`src/rtl/satatrn_txsched.sv`:
```
`default_nettype none
// ============================================================================
// Module      : satatrn_txsched
// Description : SATA transport-layer transmit FIS scheduler. Sends one frame
//               at a time to the link layer. Register FISes are captured in a
//               local buffer so they can be replayed on R_ERR (up to MAXRETRY
//               times). Data frames are prefixed with the FIS_DATA header
//               word (0x46) and are never replayed.
// Ports       : i_clk, i_reset_n         - PHY clock, async active-low reset
//               i_reg_*  / o_reg_ready   - register FIS source stream
//               i_txgate                 - DMA Activate seen, data may go
//               i_data_* / o_data_ready  - data payload source stream
//               o_valid/i_ready/o_data/o_last - link-layer transmit stream
//               i_link_done/i_link_err   - frame status (R_ERR when err=1)
//               o_reg_done/o_reg_fail    - register FIS outcome pulses
//               o_data_done/o_data_err   - data frame status pulse + error
//               o_busy                   - scheduler is not idle
// Revision    : 1.0 - initial release
// ============================================================================
module satatrn_txsched #(
  parameter int LGBUF        = 3,
  parameter int MAXRETRY     = 3,
  parameter bit OPT_LOWPOWER = 1'b0
) (
  input  logic        i_clk,
  input  logic        i_reset_n,
  input  logic        i_reg_valid,
  output logic        o_reg_ready,
  input  logic [31:0] i_reg_data,
  input  logic        i_reg_last,
  input  logic        i_txgate,
  input  logic        i_data_valid,
  output logic        o_data_ready,
  input  logic [31:0] i_data_data,
  input  logic        i_data_last,
  output logic        o_valid,
  input  logic        i_ready,
  output logic [31:0] o_data,
  output logic        o_last,
  input  logic        i_link_done,
  input  logic        i_link_err,
  output logic        o_reg_done,
  output logic        o_reg_fail,
  output logic        o_data_done,
  output logic        o_data_err,
  output logic        o_busy
);

  localparam int DEPTH = 1 << LGBUF;
  localparam int CW    = LGBUF + 1;             // counts 0..DEPTH inclusive
  localparam int RW    = $clog2(MAXRETRY + 2);  // holds 0..MAXRETRY
  localparam logic [31:0] C_FIS_DATA_HDR = 32'h0000_0046;

  typedef enum logic [2:0] {
    S_IDLE      = 3'd0,
    S_REG_LOAD  = 3'd1,
    S_REG_SEND  = 3'd2,
    S_DATA_HDR  = 3'd3,
    S_DATA_SEND = 3'd4,
    S_WAIT_STAT = 3'd5
  } state_t;

  state_t            state_q, state_d;
  logic [LGBUF-1:0]  wr_q, wr_d;
  logic [CW-1:0]     len_q, len_d;
  logic [CW-1:0]     rd_q, rd_d;
  logic [RW-1:0]     retry_q, retry_d;
  logic              kind_data_q, kind_data_d;   // frame in flight is a data frame
  logic              last_seen_q, last_seen_d;   // payload i_data_last already taken
  logic              valid_q, valid_d;
  logic [31:0]       data_q, data_d;
  logic              last_q, last_d;
  logic              reg_done_q, reg_done_d;
  logic              reg_fail_q, reg_fail_d;
  logic              data_done_q, data_done_d;
  logic              data_err_q, data_err_d;
  logic              busy_q;

  logic [31:0]       regbuf_q [DEPTH];
  logic              buf_we;
  logic              reg_ready;
  logic              data_ready;
  logic              out_adv;

  // Output register may take a new word when empty or being drained.
  assign out_adv = !valid_q || i_ready;

  always_comb begin
    state_d     = state_q;
    wr_d        = wr_q;
    len_d       = len_q;
    rd_d        = rd_q;
    retry_d     = retry_q;
    kind_data_d = kind_data_q;
    last_seen_d = last_seen_q;
    valid_d     = valid_q;
    data_d      = data_q;
    last_d      = last_q;
    reg_done_d  = 1'b0;
    reg_fail_d  = 1'b0;
    data_done_d = 1'b0;
    data_err_d  = 1'b0;
    buf_we      = 1'b0;
    reg_ready   = 1'b0;
    data_ready  = 1'b0;

    case (state_q)
      S_IDLE: begin
        if (i_txgate && i_data_valid) begin
          state_d = S_DATA_HDR;
        end else if (i_reg_valid) begin
          state_d = S_REG_LOAD;
        end
      end

      S_REG_LOAD: begin
        reg_ready = 1'b1;
        if (i_reg_valid) begin
          buf_we = 1'b1;
          // The top buffer slot always terminates the FIS.
          if (i_reg_last || (&wr_q)) begin
            len_d   = {1'b0, wr_q} + CW'(1);
            rd_d    = '0;
            retry_d = '0;
            wr_d    = '0;
            state_d = S_REG_SEND;
          end else begin
            wr_d = wr_q + LGBUF'(1);
          end
        end
      end

      S_REG_SEND: begin
        if (out_adv) begin
          if (rd_q < len_q) begin
            valid_d = 1'b1;
            data_d  = regbuf_q[rd_q[LGBUF-1:0]];
            last_d  = (rd_q == (len_q - CW'(1)));
            rd_d    = rd_q + CW'(1);
          end else begin
            valid_d = 1'b0;
          end
        end
        if (valid_q && last_q && i_ready) begin
          state_d     = S_WAIT_STAT;
          kind_data_d = 1'b0;
          valid_d     = 1'b0;
        end
      end

      S_DATA_HDR: begin
        if (out_adv) begin
          valid_d     = 1'b1;
          data_d      = C_FIS_DATA_HDR;
          last_d      = 1'b0;
          last_seen_d = 1'b0;
          state_d     = S_DATA_SEND;
        end
      end

      S_DATA_SEND: begin
        data_ready = out_adv && !last_seen_q;
        if (data_ready && i_data_valid) begin
          valid_d = 1'b1;
          data_d  = i_data_data;
          last_d  = i_data_last;
          if (i_data_last) begin
            last_seen_d = 1'b1;
          end
        end else if (i_ready) begin
          valid_d = 1'b0;
        end
        // Once the payload last word is taken, nothing else can load, so the
        // accepted o_last word is always the final payload word.
        if (valid_q && last_q && i_ready) begin
          state_d     = S_WAIT_STAT;
          kind_data_d = 1'b1;
          valid_d     = 1'b0;
          last_seen_d = 1'b0;
        end
      end

      S_WAIT_STAT: begin
        valid_d = 1'b0;
        if (i_link_done) begin
          if (kind_data_q) begin
            data_done_d = 1'b1;
            data_err_d  = i_link_err;
            state_d     = S_IDLE;
          end else if (!i_link_err) begin
            reg_done_d = 1'b1;
            state_d    = S_IDLE;
          end else if (retry_q < RW'(MAXRETRY)) begin
            retry_d = retry_q + RW'(1);
            rd_d    = '0;
            state_d = S_REG_SEND;
          end else begin
            reg_fail_d = 1'b1;
            state_d    = S_IDLE;
          end
        end
      end

      default: begin
        state_d = S_IDLE;
      end
    endcase

    if (OPT_LOWPOWER && !valid_d) begin
      data_d = '0;
      last_d = 1'b0;
    end
  end

  always_ff @(posedge i_clk or negedge i_reset_n) begin
    if (!i_reset_n) begin
      state_q     <= S_IDLE;
      wr_q        <= '0;
      len_q       <= '0;
      rd_q        <= '0;
      retry_q     <= '0;
      kind_data_q <= 1'b0;
      last_seen_q <= 1'b0;
      valid_q     <= 1'b0;
      data_q      <= '0;
      last_q      <= 1'b0;
      reg_done_q  <= 1'b0;
      reg_fail_q  <= 1'b0;
      data_done_q <= 1'b0;
      data_err_q  <= 1'b0;
      busy_q      <= 1'b0;
    end else begin
      state_q     <= state_d;
      wr_q        <= wr_d;
      len_q       <= len_d;
      rd_q        <= rd_d;
      retry_q     <= retry_d;
      kind_data_q <= kind_data_d;
      last_seen_q <= last_seen_d;
      valid_q     <= valid_d;
      data_q      <= data_d;
      last_q      <= last_d;
      reg_done_q  <= reg_done_d;
      reg_fail_q  <= reg_fail_d;
      data_done_q <= data_done_d;
      data_err_q  <= data_err_d;
      // Registered from the current state so busy drops one cycle after the
      // status pulse that returns the scheduler to IDLE.
      busy_q      <= (state_q != S_IDLE);
    end
  end

  // Buffer storage needs no reset: len/rd gate every read.
  always_ff @(posedge i_clk) begin
    if (buf_we) begin
      regbuf_q[wr_q] <= i_reg_data;
    end
  end

  assign o_reg_ready  = reg_ready;
  assign o_data_ready = data_ready;
  assign o_valid      = valid_q;
  assign o_data       = data_q;
  assign o_last       = last_q;
  assign o_reg_done   = reg_done_q;
  assign o_reg_fail   = reg_fail_q;
  assign o_data_done  = data_done_q;
  assign o_data_err   = data_err_q;
  assign o_busy       = busy_q;

endmodule
`default_nettype wire

```
`config.mk`:
```
export PLATFORM = sky130hd
export DESIGN_NAME = satatrn_txsched
export DESIGN_NICKNAME = d
export VERILOG_FILES = /design/src/rtl/satatrn_txsched.sv
export SDC_FILE = /design/constraint.sdc
export NUM_CORES = 1
export LEC_CHECK = 0
export CORE_ASPECT_RATIO = 1.4
export CORE_UTILIZATION = 52
export DETAILED_ROUTE_END_ITERATION = 7
export HOLD_SLACK_MARGIN = 0.1
export PLACE_DENSITY = 0.76
export SKIP_LAST_GASP = 1
export SLEW_MARGIN = 20
export SYNTH_ARGS = -nofsm -noshare
export SYNTH_HDL_FRONTEND = slang
export SYNTH_SLANG_ARGS = --single-unit
```
`constraint.sdc`:
```
create_clock -name i_clk -period 3.48 [get_ports i_clk]
set_input_delay 0.348 -clock i_clk [delete_from_list [all_inputs] [get_ports i_clk]]
set_output_delay 0.348 -clock i_clk [all_outputs]
set_load 0.03 [all_outputs]
```
==> out/metrics.cfg <==
[outcome]
outcome=finished, final reports clean

[synth]
yosysSeqAreaShare=0.7182
synth_edf_count=256
netlist_area_um2=12720
ys_warn_count=0
synth-simple-area-share=0.05516
synth-main-ff-cell=edfxtp_1
syn-instance-count=704
syn_avg_cell_area_um2=18.07
syn-num-nets=787
synth-compound-area-share=0.04838
synth_top_area_share=0.6041
synth_area_leader_cell=edfxtp_1
synthAdderAreaFrac=0.008850
synth.most_common_cell=edfxtp_1
yosys.area_share.xor_xnor=0.003441
synthDistinctLibCells=57
synth_area_leaders=edfxtp_1 (60%), dfrtp_1 (11%), mux4_2 (10%)
async_reset_ff_frac=0.1847
yosys_register_bits=314
synth_common_cells=edfxtp_1 (256), nand2_1 (72), dfrtp_1 (58), mux4_2 (58), a22oi_1 (29)
synthMuxAreaShare=0.1453
synth_top_family_by_area=multiplexers

[route]
drcViolationCount=0
dr.pass1.iters=5
routed_wl_um=26960
wire_per_inst_um=23.16
viasPerCell=5.929
via_count=6901
drt_iter0_drc=567
ant_nets=0

[critical_path]
cp-startpoint=state_q[0]
crit_buf_inv=1
cp_top_family=buffers and inverters
r2r_setup_slack_ns=0.80
r2r_start=rd_q[0]
end_kind=output pin
crit_fanout=19
required_ns=3.13
cp-start-kind=register
cpPeakStageDelay_ns=0.71
arrival_ns=2.40
crit_type=reg -> out
crit_chain=nor2_1, nand2_1, nor3_1, clkdlybuf4s50_1
slowest_stage=clkdlybuf4s50_1

[pwr]
seq_power_share=0.410
comb_power_share=0.326
p_sw_frac=0.3119
max-vdd-ir-drop_mv=0.5533
p_int_w=0.008297
p_clk_frac=0.263
netSwitchingPower_w=0.003760
p_leak_nw=5.243
p_per_area_nw_per_um2=789.3

[global_routing]
grt-ovfl-total=0
grt_use_total=0.2229
antenna_found_initial=1
grt_pass1_vias=7407
grt_max_degree=38
grt_pass1_wl_um=41920

[timing]
hold_viol_final=0
hold_ws_ns=0.4235
fmax_ghz=0.3637
setup_tns_ns=0
maxSlewHeadroom=0.4797
grt_setup_unrepaired=no
drv_slew=0
finalSetupViolations=0
fin_crit_ns=2.750
worstMarginPinSlew_ns=0.7804
skew_ns=0.02129
timing.final.crit_share=0.7901

[die]
die_h_um=187.1
dieWidth_um=134.2
start_util=0.5307
rows=67
core_um2=23980
io-pin-count=115
die_area_um2=25110

[final_layout]
areaGrowthSynthToFinish_pct=20.05
multiInputGateArea_um2=3412
regArea_um2=9146
fill_cells=1665
drive_above_1_share=0.2098
fin_nets=914
final_cells=1164
fin_area_um2=15280

[clock_tree]
post_cts_buffers=0
clk_path_buf_depth=3
root_buffer=clkbuf_16
clkSinkCount=314
clock_latency_ns=0.55
cts-htree-levels=1
cts_made_buffers=28
cts_tree=built
cts_resized=0
cts.clk_slew.worst_paths_ns=0.06

[place]
dp_hpwl_um=16460
place.gp.congestion=0.8397
dpl_cell_area_um2=14310
io_buffers=114
dp.cells=1110

[hold_path]
hp-class=in -> async

[flow_run]
maxCapViolCount=0

## what timing repair did
item / CTS / global route
hold buffers: 1 / 0
setup endpoints to repair: 0 / 0
endpoints found under the hold margin: 26 / 0
## registers in the layout, summed over array words and instances (netlist names)
name and cells:
regbuf_q 256, rd_q 4, o_data_err 1, o_reg_fail 1, len_q 4, last_seen_q 1, o_last 1, o_data_done 1
o_valid 1, o_reg_done 1, wr_q 3, kind_data_q 1, o_busy 1, state_q 3, retry_q 3, o_data 32
## cell usage in the layout (no fill, tap or decap), types with 3 or more instances in the layout
cell,netlist,layout
xnor2_1,3,3
bufinv_16,0,5
nor2b_1,8,8
a41oi_1,3,3
clkbuf_1,10,4
nor2_1,17,11
clkdlybuf4s50_1,0,113
mux2_2,21,21
buf_4,1,16
dfrtp_1,58,56
a2111oi_0,3,3
a21oi_1,6,6
nand3_1,6,6
a22oi_1,29,29
a211oi_1,4,4
edfxtp_1,256,256
clkbuf_16,0,28
nand4_1,3,3
o21ai_0,15,15
nor4_1,5,5
mux4_2,58,58
a21o_1,6,6
clkinv_1,0,6
inv_1,8,8
nand2b_1,7,7
clkinv_2,0,6
nand2_1,72,72
buf_12,0,4
nor3_1,8,5
o22ai_1,4,4
a211o_1,4,4
mux2_4,19,19
ha_1,9,9
nor2_4,0,7
## worst register-to-register path, stage by stage (launching register included)
cell	delay, ns
dfrtp_4	0.70
inv_1	0.14
ha_1	0.14
nor2b_1	0.04
o211ai_1	0.45
a31oi_4	0.20
nor2_4	0.14
buf_4	0.35
mux2_2	0.39
## metal layers
layer	track usage	vias up	routed length (um)
li1	-	3059	-
met1	0.2765	3530	10370
met2	0.3968	256	14290
met3	0.03252	56	1452
met4	0.07779	0	843
met5	0	-	0
## metrics by stage
step / utilization / power, W / setup slack (ns)
floorplan: - / 0.007734 / -0.1072
global placement: 0.5970 / 0.008831 / 0.8377
detailed placement: 0.5970 / 0.008963 / 0.8051
CTS: 0.6370 / 0.01215 / 0.7292
global route: 0.6371 / 0.01259 / 0.5392
finish: 0.6371 / 0.01206 / 0.7303
## cell families after synthesis
kind of cell	Yosys count
AO/OA/AOI/OAI	85
XOR/XNOR	5
adder cells (fa/ha/maj)	9
buffers and inverters	46
flip-flops	314
multiplexers	100
AND/OR/NAND/NOR	145
## final timing paths
kind                           endpoint  cells past startpoint
min in group i_clk          last_seen_q                      3
max                        o_data_ready                      4
max in group asynchronous    o_reg_fail                      3
min                          retry_q[2]                      2
max reg2reg                      o_last                      8
min reg2reg                  retry_q[2]                      2
## power groups by stage
stage | registers (W) | clock network [W] | logic (W)
after floorplan | 0.00517 | 0 | 0.00256
after global placement | 0.00499 | 0 | 0.00384
final | 0.00495 | 0.00318 | 0.00394
after global routing | 0.00501 | 0.00336 | 0.00422
after detailed placement | 0.00502 | 0 | 0.00394
after CTS | 0.00495 | 0.00323 | 0.00397
## layout make-up
cell class	count	share of cell area
Timing Repair Buffer	135	0.08813
Sequential cell	314	0.5987
Clock buffer	32	0.04685
Antenna cell	1	0.0001638
Multi-Input combinational cell	344	0.2234
Tap cell	310	0.02539
Inverter	8	0.001966
Clock inverter	20	0.01540
Power figures use the tool's default switching activity.
